File: config.mk
export PLATFORM = sky130hd
export DESIGN_NAME = rr_arbiter_8
export DESIGN_NICKNAME = d
export VERILOG_FILES = /design/src/rtl/rr_arbiter_8_pkg.sv /design/src/rtl/rr_arbiter_8_pick.sv /design/src/rtl/rr_arbiter_8.sv
export SDC_FILE = /design/constraint.sdc
export NUM_CORES = 1
export LEC_CHECK = 0
export ABC_AREA = 1
export CELL_PAD_IN_SITES_DETAIL_PLACEMENT = 0
export CELL_PAD_IN_SITES_GLOBAL_PLACEMENT = 2
export CORE_ASPECT_RATIO = 1.2
export CORE_MARGIN = 4
export CORE_UTILIZATION = 27
export CTS_BUF_LIST = sky130_fd_sc_hd__clkbuf_8
export DETAILED_ROUTE_END_ITERATION = 8
export GPL_ROUTABILITY_DRIVEN = 0
export HOLD_SLACK_MARGIN = 0.06
export PLACE_DENSITY = 0.8
export SYNTH_ARGS = -nofsm -noshare
export SYNTH_HDL_FRONTEND = slang
export SYNTH_SLANG_ARGS = --single-unit
File: constraint.sdc
create_clock -name clk -period 3.2 [get_ports clk]
set_clock_uncertainty 0.15 [all_clocks]
set_input_delay 0.64 -clock clk [delete_from_list [all_inputs] [get_ports clk]]
set_output_delay 0.64 -clock clk [all_outputs]
set_load 0.005 [all_outputs]
File: src/rtl/rr_arbiter_8_pkg.sv
`default_nettype none
// ============================================================================
// Module      : rr_arbiter_8_pkg
// Description : Shared sizes, state encoding and one-hot decoder for the
//               8-way round-robin arbiter.
// Revision    : 1.0 - initial release
// ============================================================================
package rr_arbiter_8_pkg;

    localparam int N_REQ = 8;
    localparam int IDX_W = 3;

    typedef enum logic [0:0] {
        ST_IDLE  = 1'b0,
        ST_GRANT = 1'b1
    } state_t;

    // Common 3-to-8 decoder used wherever an encoded index drives one-hot selects.
    function automatic logic [N_REQ-1:0] dec_3to8(input logic [IDX_W-1:0] idx);
        logic [N_REQ-1:0] onehot;
        onehot      = '0;
        onehot[idx] = 1'b1;
        return onehot;
    endfunction

endpackage
`default_nettype wire

File: src/rtl/rr_arbiter_8_pick.sv
`default_nettype none
// ============================================================================
// Module      : rr_pick_8
// Description : Combinational round-robin picker: first set request at or
//               after ptr, wrapping 7->0.
// Revision    : 1.0 - initial release
// ============================================================================
module rr_pick_8
    import rr_arbiter_8_pkg::*;
(
    input  logic [N_REQ-1:0] req,
    input  logic [IDX_W-1:0] ptr,
    output logic             any,
    output logic [IDX_W-1:0] idx
);

    logic [N_REQ-1:0] w_rot;
    logic [IDX_W-1:0] w_off;

    // Rotate so that bit 0 of w_rot is requester ptr; index arithmetic wraps mod 8.
    always_comb begin
        w_rot = '0;
        for (int i = 0; i < N_REQ; i++) begin
            w_rot[i] = req[IDX_W'(i) + ptr];
        end
    end

    always_comb begin
        w_off = '0;
        for (int i = N_REQ - 1; i >= 0; i--) begin
            if (w_rot[i]) begin
                w_off = IDX_W'(i);
            end
        end
    end

    assign any = |req;
    assign idx = ptr + w_off;

endmodule
`default_nettype wire

File: src/rtl/rr_arbiter_8.sv
`default_nettype none
// ============================================================================
// Module      : rr_arbiter_8
// Description : 8-requester round-robin arbiter with hold-while-requested
//               ownership and a maximum-hold timeout.
// Revision    : 1.0 - initial release
// ============================================================================
module rr_arbiter_8
    import rr_arbiter_8_pkg::*;
#(
    parameter int MAX_HOLD = 16,
    parameter int HOLD_W   = 8
) (
    input  logic             clk,
    input  logic             rst,
    input  logic             en,
    input  logic [N_REQ-1:0] req,
    output logic [N_REQ-1:0] gnt,
    output logic [IDX_W-1:0] gnt_idx,
    output logic             gnt_vld,
    output logic             timeout
);

    localparam logic [HOLD_W-1:0] c_hold_last = HOLD_W'(MAX_HOLD - 1);

    state_t             r_state,  w_state_nxt;
    logic [IDX_W-1:0]   r_idx,    w_idx_nxt;
    logic               r_vld,    w_vld_nxt;
    logic               r_to,     w_to_nxt;
    logic [IDX_W-1:0]   r_ptr,    w_ptr_nxt;
    logic [HOLD_W-1:0]  r_hold,   w_hold_nxt;

    logic               w_any;
    logic [IDX_W-1:0]   w_pick;

    rr_pick_8 u_pick (
        .req (req),
        .ptr (r_ptr),
        .any (w_any),
        .idx (w_pick)
    );

    always_ff @(posedge clk) begin
        if (rst) begin
            r_state <= ST_IDLE;
            r_idx   <= '0;
            r_vld   <= 1'b0;
            r_to    <= 1'b0;
            r_ptr   <= '0;
            r_hold  <= '0;
        end else begin
            r_state <= w_state_nxt;
            r_idx   <= w_idx_nxt;
            r_vld   <= w_vld_nxt;
            r_to    <= w_to_nxt;
            r_ptr   <= w_ptr_nxt;
            r_hold  <= w_hold_nxt;
        end
    end

    always_comb begin
        w_state_nxt = r_state;
        w_idx_nxt   = r_idx;
        w_vld_nxt   = r_vld;
        w_to_nxt    = 1'b0;
        w_ptr_nxt   = r_ptr;
        w_hold_nxt  = r_hold;

        case (r_state)
            ST_IDLE: begin
                w_vld_nxt = 1'b0;
                if (en && w_any) begin
                    w_idx_nxt   = w_pick;
                    w_vld_nxt   = 1'b1;
                    w_hold_nxt  = '0;
                    w_ptr_nxt   = w_pick + IDX_W'(1);
                    w_state_nxt = ST_GRANT;
                end
            end
            ST_GRANT: begin
                // Leaving GRANT always lands in IDLE, which forces a dead cycle between owners.
                if (!req[r_idx]) begin
                    w_vld_nxt   = 1'b0;
                    w_state_nxt = ST_IDLE;
                end else if (r_hold == c_hold_last) begin
                    w_vld_nxt   = 1'b0;
                    w_to_nxt    = 1'b1;
                    w_state_nxt = ST_IDLE;
                end else begin
                    w_hold_nxt  = r_hold + HOLD_W'(1);
                end
            end
            default: begin
                w_vld_nxt   = 1'b0;
                w_state_nxt = ST_IDLE;
            end
        endcase
    end

    assign gnt     = r_vld ? dec_3to8(r_idx) : '0;
    assign gnt_idx = r_idx;
    assign gnt_vld = r_vld;
    assign timeout = r_to;

endmodule
`default_nettype wire

### Word level (Yosys, flattened, before mapping)

Index checks and enable logic that the tools add are counted.

* word-level logic and storage cells: 80
* bits of input ports: 11
* bits in registers: 17
* output and inout port bits: 13

* muxes and demuxes: 41
* reductions and logical operators: 6
* bitwise gates (word level): 2
* $lt $le $gt $ge: 10
* equality and inequality tests: 5
* add/sub/neg operators: 10

Operators with widths (number)
* $lt A3 B4 Y1 const B: 9
* $mux W8: 4
* $bmux W1 S3: 9
* $mux W3: 8
* $mux W1: 16
* $pmux W8 S2: 1
* $add A3 B3 Y3 const A: 4
* $add A8 B1 Y8 const B: 1
* $eq A8 B4 Y1 const B: 1
* $reduce_or A8 Y1: 1
* $add A2 B3 Y3 const A: 2
* $ne A2 B2 Y1 const B: 2
* $pmux W1 S2: 2
* $add A1 B3 Y3 const A: 1
* $add A3 B1 Y3 const B: 1
* $add A3 B3 Y3: 1
* $demux W1 S3: 1
* $ge A3 B1 Y1 const B: 1
* $ne A3 B2 Y1 const B: 1
* $reduce_and A3 Y1: 1
* $reduce_or A3 Y1: 1
* $logic_and A1 B1 Y1: 2
* $ne A2 B1 Y1 const B: 1
* $not A1 Y1: 2
* $reduce_and A2 Y1: 1

### Logic depth before layout (Yosys ltp)

* depth in word-level cells: 13
* depth in mapped cells: 22
* gate-level depth less buffers: 22

### By module

Synthesis repeated with hierarchy kept, for this count alone.

* cells, all modules: 267
* area, all modules: 1632.8 µm²

Modules (own cells, without submodules)
* rr_arbiter_8: area an instance 1062.3 µm², cells an instance 160, times used 1, seq. area each 340.3 µm²
* rr_pick_8: area an instance 570.5 µm², cells an instance 107, times used 1, seq. area each 0.0 µm²

### Worst setup path after synthesis

OpenSTA, ideal clock, no wires.

* path kind: reg-to-reg
* start: register r_ptr[0]
* end: register r_ptr[2]
* setup slack: 0.129 ns
* required time: 2.941 ns
* stages on the path, launching flop included: 23
* arrival time: 2.812 ns
* period minus slack after synthesis: 3.071 ns
* cells stage by stage: dfxtp_1 -> buf_6 -> inv_6 -> ha_1 -> inv_1 -> nand3_1 -> nand3_1 -> nand2_1 -> a31oi_1 -> o21ai_0 -> nand2_1 -> a21boi_0 -> ha_1 -> inv_1 -> fa_1 -> xor2_1 -> inv_1 -> nand3_1 -> nand2_2 -> nand2_1 -> nand3_1 -> nand2_1 -> inv_1

* word-level cells in the longest chain between the ends: 13
* elaborated cells on any way between the ends: 33

RTL lines
* start: declaration: line rr_arbiter_8.sv:30 `logic [IDX_W-1:0] r_ptr, w_ptr_nxt;`
* start signal: assignment: line rr_arbiter_8.sv:56 `r_ptr <= w_ptr_nxt;`
* $add A3 B3 Y3: line rr_arbiter_8_pick.sv:24 `w_rot[i] = req[IDX_W'(i) + ptr];`
* $bmux W1 S3: line rr_arbiter_8_pick.sv:24
* $mux W1 (not written as such): line rr_arbiter_8_pick.sv:24
* $mux W3 (8 in a row): line rr_arbiter_8_pick.sv:31 `if (w_rot[i]) begin`
* $add A3 B3 Y3 (*): line rr_arbiter_8_pick.sv:38 `assign idx = ptr + w_off;`
* $add A3 B1 Y3 (*): line rr_arbiter_8.sv:76 `w_ptr_nxt = w_pick + IDX_W'(1);`

Mark *: on every way between the ends. The rest lies on a longest branch, timed or not. The select of a mux whose other input is x is not followed.
A chain may end at the register's enable or synchronous reset.

### Worst setup path after layout

* start: register r_ptr[0]
* end: register r_ptr[2]

* word-level cells in the longest chain between the ends: 13
* elaborated cells on any way between the ends: 33

RTL lines
* $add A3 B3 Y3: line rr_arbiter_8_pick.sv:24
* $bmux W1 S3: line rr_arbiter_8_pick.sv:24
* $mux W1 (not written as such): line rr_arbiter_8_pick.sv:24
* $mux W3 (8 in a row): line rr_arbiter_8_pick.sv:31
* $add A3 B3 Y3 (*): line rr_arbiter_8_pick.sv:38
* via u_pick.idx[1]: line rr_arbiter_8_pick.sv:14 `output logic [IDX_W-1:0] idx`
* $add A3 B1 Y3 (*): line rr_arbiter_8.sv:76

Mark *: on every way through the listed nets, which the timed path passes. The rest lies on a longest branch. The select of a mux whose other input is x is not followed.

==> flow_summary.ini <==
[clock_network]
cts_tree = done
cts_buffer_depth = 2
postCtsSetupRepairBufs = 0
cts.hold.buffers_added = 0
clk_latency_ns = 0.25
cts_buffers = 3
cts_sinks = 17
cts_max_level = 1
cts_root_buf = clkbuf_8
cts.clk_slew.worst_paths_ns = 0.07

[drt]
ant_nets = 0
first_pass_iters = 5
wire_per_inst_um = 11.7
drt-initial-drc-count = 71
viasPerCell = 4.59
drc = 0
routed-via-count = 1621
wl_mm = 4.12

[logic_synthesis]
ys_top_cells_by_area = dfxtp_1, nand2_1, nand3_1, nor2_1, inv_1
synth_top_family_by_area = simple AND/OR/NAND/NOR gates
synth_edf_count = 0
seq_area_frac_synth = 0.222
synth-simple-area-share = 0.473
muxShareOfSynthArea = 0
postSynth.asyncResetShare = 0
synth_adder_area_share = 0.0538
syn_avg_cell_area_um2 = 6.34
synth-xor-area-share = 0.0456
yosys-top-cells-count = nand2_1, nand3_1, nor2_1, inv_1, dfxtp_1
ys.flop_type = dfxtp_1
synth_cell_types = 38
ys.warnings.count = 0
synth_area_um2 = 1540
yosysTopAreaCell = dfxtp_1
synth_seq_cells = 17
synth_top_area_frac = 0.222
synth_compound_area_frac = 0.107
synth.net_count = 259
synth_most_common_cell = nand2_1
synth_cells = 242

[floorplanning]
initial_core_util = 0.284
die_width_um = 76.8
die_y_um = 90.6
dieArea_um2 = 6960
coreArea_um2 = 5410
num_io_pins = 24
rows = 29

[hold_path]
hp-start = r_hold[7]
holdPathStages = 2
hold_class = flop to flop

[worst_setup_path]
cp-end-kind = flop
crit-reg2reg-launch = r_ptr[0]
r2r_cells = 22
path_class = flop to flop
cpMaxStageDelayCell = fa_2
cp_max_fo = 10
critPathArrivalTime_ns = 3.02
crit_start = r_ptr[0]
cp_data_required_time_ns = 3.25
cp-start-kind = flop
slowest_delay_ns = 0.54
cp_cell_sequence = buf_4 -> ha_1 -> inv_1 -> nand2_1 -> nand2_1 -> inv_2 -> nand3_1 -> nand2_1 -> a31oi_1 -> o21ai_1 -> nand2_1 -> a21boi_1 -> ha_1 -> inv_1 -> fa_2 -> inv_1 -> ha_1 -> inv_1 -> nand3_1 -> nand3_1 -> nand2_1 -> inv_1

[flow_run]
maxCapViolCount = 0

[timing]
setup_ws_ns = 0.234
fin_crit_ns = 2.97
clock.fmax_mhz = 337
relSlewSlack = 0.684
worstMarginPinSlew_ns = 0.474
hold_violations = 0
setup_tns_ns = 0
maxSlewViolCount = 0
finalCritPeriodShare = 0.927
grt_setup_unrepaired = no
setup-violations-final = 0

[grt]
overflow = 0
grt_pass1_wl_mm = 7.00
grt_max_degree = 11
grt_pass1_vias = 1568
grt_antenna_before_repair = 0
grt_use_total = 0.118

[power]
p_per_area_nw_per_um2 = 767
peakVddDrop_v = 0.000323
power_leakage_nw = 1.00

[placement]
place_hpwl_mm = 3.35
placed_cell_area_um2 = 2010
dp.cells = 349
numPortBuffers = 23
dp_slack_ns = -0.306

[final_layout]
area_growth_pct = 38.4
drive_above_1_share = 0.258
diodes = 0
fin_area_um2 = 2120
fin_util = 0.393
final_nets = 309
fin_cells = 353

[outcome]
status = completed
registers in the layout (all words and copies together) (netlist names):
name / cells
gnt_idx: 3
r_hold: 8
timeout: 1
r_state: 1
r_ptr: 3
gnt_vld: 1
layout by cell type (no fill, tap or decap), drive strengths merged:
cell           count
clkbuf             3
dlymetal6s2s       6
o22ai              2
nand2             81
o21ai             10
a31oi              1
xnor2              3
nand3             30
ha                 5
o211a              1
buf               27
xor2               5
o21bai             1
dlygate4sd2        2
dfxtp             17
a211oi             1
clkdlybuf4s50     15
nor3b              2
nor3               5
clkinv             1
nand4              2
a21boi             1
o21a               1
a21oi              5
nor2              29
fa                 1
inv               29
o211ai             3
nor4               1
nand3b             1
what timing repair did:
action | in CTS | in global routing
gates resized for setup | 2 | 22
pin swaps | 0 | 1
endpoints found under the hold margin | 0 | 0
setup endpoints to repair | 3 | 3
stage by stage:
stage / hold WS, ns / power, mW
after floorplan: 0.314 / 0.988
after global placement: 0.332 / 1.42
after detailed placement: 0.336 / 1.41
after CTS: 0.347 / 1.58
after global routing: 0.370 / 1.80
final: 0.344 / 1.63
layout make-up:
| class | instances | area (um^2) |
|---|---|---|
| Timing Repair Buffer | 50 | 445 |
| Clock inverter | 1 | 5.00 |
| Inverter | 29 | 114 |
| Tap cell | 62 | 77.6 |
| Fill cell | 584 | 3280 |
| Sequential cell | 17 | 342 |
| Clock buffer | 3 | 41.3 |
| Multi-Input combinational cell | 191 | 1100 |
critical path, delay by kind of cell, from the launching register on:
kind	cells	cell delay [ns]
adders and majority gates	4	1.05
and+or+nand+nor	8	0.55
buffers and inverters	7	0.48
DFF	1	0.37
AOI/OAI and AO/OA	3	0.30
per-layer routing:
metal	global-route usage	wire, um
met1	0.154	2020
met2	0.210	2030
met3	0.00898	55
met4	0.0272	10
met5	0	0
where the power goes:
group	leakage (nW)	internal, mW	total (mW)	switching, mW
logic	0.836	0.552	1.17	0.623
clock network	0.0255	0.0863	0.159	0.0727
registers	0.139	0.244	0.295	0.0516
total	1.00	0.882	1.63	0.747
cells by family (layout without fill, tap and decap cells):
family / Yosys count / after routing
AOI/OAI and AO/OA: 26 / 26
xor gates and xnor gates: 8 / 8
adders and majority gates: 6 / 6
buffers and inverters: 34 / 83
DFF: 17 / 17
and+or+nand+nor: 151 / 151
final timing paths:
| kind | slack [ns] | to |
|---|---|---|
| min | 0.34 | r_hold[7] |
| max | 0.23 | r_ptr[2] |
| max reg2reg | 0.23 | r_ptr[2] |
| min reg2reg | 0.34 | r_hold[7] |
Power figures use the tool's default switching activity.
